==> config.mk <==
export PLATFORM = sky130hd
export DESIGN_NAME = instr_fetch
export DESIGN_NICKNAME = d
export VERILOG_FILES = /design/src/rtl/instr_fetch.sv
export SDC_FILE = /design/constraint.sdc
export NUM_CORES = 1
export LEC_CHECK = 0
export BUFFER_PORTS_ARGS = -buffer_cell sky130_fd_sc_hd__buf_2
export CORE_AREA = 2 2 49 51
export DETAILED_ROUTE_END_ITERATION = 6
export DIE_AREA = 0 0 51 53
export MAX_ROUTING_LAYER = met4
export PLACE_DENSITY = 0.81
export SYNTH_ARGS = -nofsm -noshare
export SYNTH_HDL_FRONTEND = slang
export SYNTH_SLANG_ARGS = --single-unit
==> constraint.sdc <==
create_clock -name clk -period 2.9 [get_ports clk]
set_input_delay 0.145 -clock clk [delete_from_list [all_inputs] [get_ports clk]]
set_output_delay 0.145 -clock clk [all_outputs]
set_load 0.01 [all_outputs]
==> src/rtl/instr_fetch.sv <==
// Fetch stage: owns the PC, drives a synchronous-read instruction memory and detects halt.
// Optional FETCH_PERF_COUNT_EN adds saturating cycle/retired-fetch counters.
module instr_fetch #(
  parameter int                   PC_W        = 10,
  parameter int                   INSTR_W     = 9,
  parameter logic [PC_W-1:0]      START_PC    = '0,
  parameter logic [INSTR_W-1:0]   HALT_OPCODE = 9'h1FF
) (
  input  logic               clk,
  input  logic               rst_n,
  input  logic               start,
  input  logic               stall,
  input  logic               branch_taken,
  input  logic [PC_W-1:0]    branch_target,
  output logic [PC_W-1:0]    imem_addr,
  input  logic [INSTR_W-1:0] imem_rdata,
  output logic [INSTR_W-1:0] instruction,
  output logic [PC_W-1:0]    instr_pc,
  output logic               instr_valid,
  output logic               done
`ifdef FETCH_PERF_COUNT_EN
  ,
  output logic [15:0]        cycle_count,
  output logic [15:0]        instr_count
`endif
);

  typedef enum logic [1:0] {
    S_IDLE = 2'd0,
    S_RUN  = 2'd1,
    S_HALT = 2'd2
  } state_e;

  state_e            state_q;
  logic [PC_W-1:0]   pc_q;
  logic [PC_W-1:0]   pc_d;
  logic              valid_q;
  logic              done_q;
  logic              halt_det_s;

  assign halt_det_s  = (state_q == S_RUN) && valid_q && (imem_rdata == HALT_OPCODE) && !stall;
  assign imem_addr   = pc_d;
  assign instruction = imem_rdata;
  assign instr_pc    = pc_q;
  assign instr_valid = valid_q;
  assign done        = done_q;

  // Next fetch address; presenting it to the memory now makes imem_rdata == mem[pc] next cycle.
  always_comb begin
    pc_d = pc_q;
    case (state_q)
      S_IDLE, S_HALT: begin
        if (start) pc_d = START_PC;
        else       pc_d = pc_q;
      end
      S_RUN: begin
        if (stall)                            pc_d = pc_q;
        else if (halt_det_s)                  pc_d = pc_q;
        else if (branch_taken && valid_q)     pc_d = branch_target;
        else                                  pc_d = pc_q + PC_W'(1);
      end
      default: pc_d = pc_q;
    endcase
  end

  // Control FSM with registered valid/done outputs.
  always_ff @(posedge clk or negedge rst_n) begin
    if (!rst_n) begin
      state_q <= S_IDLE;
      pc_q    <= START_PC;
      valid_q <= 1'b0;
      done_q  <= 1'b0;
    end else begin
      pc_q <= pc_d;
      case (state_q)
        S_IDLE, S_HALT: begin
          if (start) begin
            state_q <= S_RUN;
            valid_q <= 1'b1;
            done_q  <= 1'b0;
          end
        end
        S_RUN: begin
          if (halt_det_s) begin
            state_q <= S_HALT;
            valid_q <= 1'b0;
            done_q  <= 1'b1;
          end
        end
        default: begin
          state_q <= S_IDLE;
          valid_q <= 1'b0;
          done_q  <= 1'b0;
        end
      endcase
    end
  end

`ifdef FETCH_PERF_COUNT_EN
  logic [15:0] cycle_q;
  logic [15:0] instr_q;

  // Saturating counters; cleared by an accepted start, frozen outside RUN.
  always_ff @(posedge clk or negedge rst_n) begin
    if (!rst_n) begin
      cycle_q <= 16'd0;
      instr_q <= 16'd0;
    end else if (start && (state_q != S_RUN)) begin
      cycle_q <= 16'd0;
      instr_q <= 16'd0;
    end else if (state_q == S_RUN) begin
      if (cycle_q != 16'hFFFF) cycle_q <= cycle_q + 16'd1;
      if (valid_q && !stall && (instr_q != 16'hFFFF)) instr_q <= instr_q + 16'd1;
    end
  end

  assign cycle_count = cycle_q;
  assign instr_count = instr_q;
`endif

endmodule

==> reports/results.txt <==
CP arrival - 2.07 ns
RSZ-0062 raised after global routing - false
Total CTS buffers - 3
Yosys top cell area share - 36.9%
RD Place Congestion - 0.840
Total Wirelength - 2.49 mm
Crit Path Class - flop to output pin
Die height - 53 um
Total gr overflow - 0
Wire length per cell - 13.7 um
Pin count of the biggest net entering global routing - 17
Status - finished clean
Asr flop ratio synth - 100%
Worst Hold Class - input port to flop
Leakage - 0.588 nW
First-pass GRT wire length - 4.19 mm
Slew Limit Fails - 0
Initial antenna violation count - 0
Post-CTS sizing - 0
Die width - 51 um
CTS Root Cell - clkbuf_4
Most common cell after layout, fill and taps aside - buf_2
Final setup TNS - 0 ns
Final setup vio count - 0
GRT Resource Usage Total - 20.8%
Number of fill cells in the layout - 223
Tot Pwr - 0.980 mW
Startpoint Class - flop
Post-synth cell types - 35
Initial Util - 44.2%
Hpwl dp - 2.00 mm
CTS tree - built
Synth Warn # - 0
Top post-synthesis cells by area - dfrtp_1, buf_4, nand2_1
Syn Nets - 134
ANT nets after route - 0
Final hold violations - 0
Die area - 2700 sq um
CORE AREA - 2150 sq um
Vias in the first global route - 964
PwrDens - 820 nW/um^2
Yosys top cell by area - dfrtp_1
# diodes - 0
Worst R2R Setup Slack - 1.13 ns
Minimum clock period - 2.22 ns
H-tree depth - 1
Fin nets - 181
Initial DRC count - 16
Sequential area share after synthesis - 36.9%
DRC - 0
Area delta synth->final - 25.8%
Vias per cell - 5.57
Relative slew slack - 60.1%
Syn_area_per_cell - 8.71 sq um
Yosys reg bits - 14
Main flop type after synthesis - dfrtp_1
IO Port Bufs - 54
Crit path max fanout - 12
Peak supply drop - 475 uV
Clk sinks - 14
Skew-Pair Late Insertion Delay - 0.28 ns
Worst Setup End Kind - output pin
Clk_skew - 0.000662 ns
Vias - 1013
Max cap viols - 0
Actual slew at the worst max-slew pin - 0.599 ns
Most frequent cells in the layout - buf_2, nand2_1, dfrtp_1
Fin crit share - 76.5%
Post-Syn Instances - 109
DRT Pass-1 Iters - 4
FMAX - 451 MHz
WP data required - 2.76 ns
Reg clk slew, reported paths - 0.08 ns
Netlist Area Pre-Place - 950 sq um
EDFF count, synth - 0
Maximum buffer depth of the clock tree - 2
I/O pin count - 55
Layout cell share with drive strength beyond 1 - 40.9%
Std cell rows - 17
## layer usage
layer,routed length (um),track usage (%)
met1,999,25.0
met2,1320,34.2
met3,147,3.11
met4,26,10.8
met5,0,-
## stage by stage
stage | instance area, sq um | setup WS [ns] | hold WS (ns) | cells | util (%)
detailed placement | 1160 | 1.01 | 0.0682 | 178 | 54.1
global route | 1190 | 0.466 | 0.151 | 182 | 55.6
floorplan | 950 | 1.29 | -0.151 | 109 | -
CTS | 1190 | 0.695 | 0.130 | 182 | 55.6
global placement | 1160 | 1.10 | 0.0578 | 178 | 54.1
finish | 1190 | 0.681 | 0.129 | 182 | 55.6
## sequential cells by signal, summed over array words and instances (netlist names)
name	cells
done	1
instr_pc	10
instr_valid	1
state_q	2
## cells in the mapped netlist, types with 2 or more instances
library cell and count:
o21ai_0 9, nand2_1 19, nor3_1 2, o21ai_2 3, a22o_1 2, nand3b_1 2, a21oi_1 2, nor2_1 5
nand3_1 7, a32o_1 5, nand4_1 3, o31ai_1 2, dfrtp_1 14, o311a_1 2, buf_4 10, buf_2 2
nand2b_1 2
## final timing paths
kind / startpoint / endpoint / depth (start not counted)
max in group asynchronous: rst_n / done / 2
max: state_q[0] / imem_addr[2] / 6
min in group asynchronous: rst_n / instr_pc[0] / 2
min reg2reg: done / done / 2
min: branch_target[9] / instr_pc[9] / 3
max reg2reg: state_q[0] / instr_pc[2] / 5
## cell families after synthesis
kind of cell	count (synthesis)	synth area share, %
adders and majority gates	1	1.32
muxes	1	1.19
buffers and inverters	15	10.9
AOI/OAI and AO/OA	32	25.4
and+or+nand+nor	46	24.2
DFF	14	36.9
## power by group
group | leakage [nW] | switching (mW) | internal [mW] | total (mW)
Sequential | 0.174 | 0.104 | 0.266 | 0.370
Clock | 0.0138 | 0.0615 | 0.0482 | 0.110
Combinational | 0.401 | 0.272 | 0.228 | 0.500
## what timing repair did
action                                 4_1_cts  5_1_grt
endpoints found under the hold margin       14        0
setup buffers                                0        0
hold buffers                                 1        0
## cell type report
type | count | area (sq um) | share of cell area, %
well taps | 28 | 35.0 | 2.93
clock buffers | 3 | 22.5 | 1.88
flip-flops and latches | 14 | 350 | 29.3
repair buffers | 56 | 288 | 24.1
inverters | 1 | 3.75 | 0.314
multi-input cells | 80 | 495 | 41.5
## worst max-delay path, cell delays in order (launching register included)
cell	delay, ns
dfrtp_1	0.42
nor3b_2	0.19
o31a_1	0.44
buf_4	0.25
o21ai_2	0.06
a32o_1	0.28
buf_2	0.14
No activity file was read; power rests on OpenSTA's default activity.
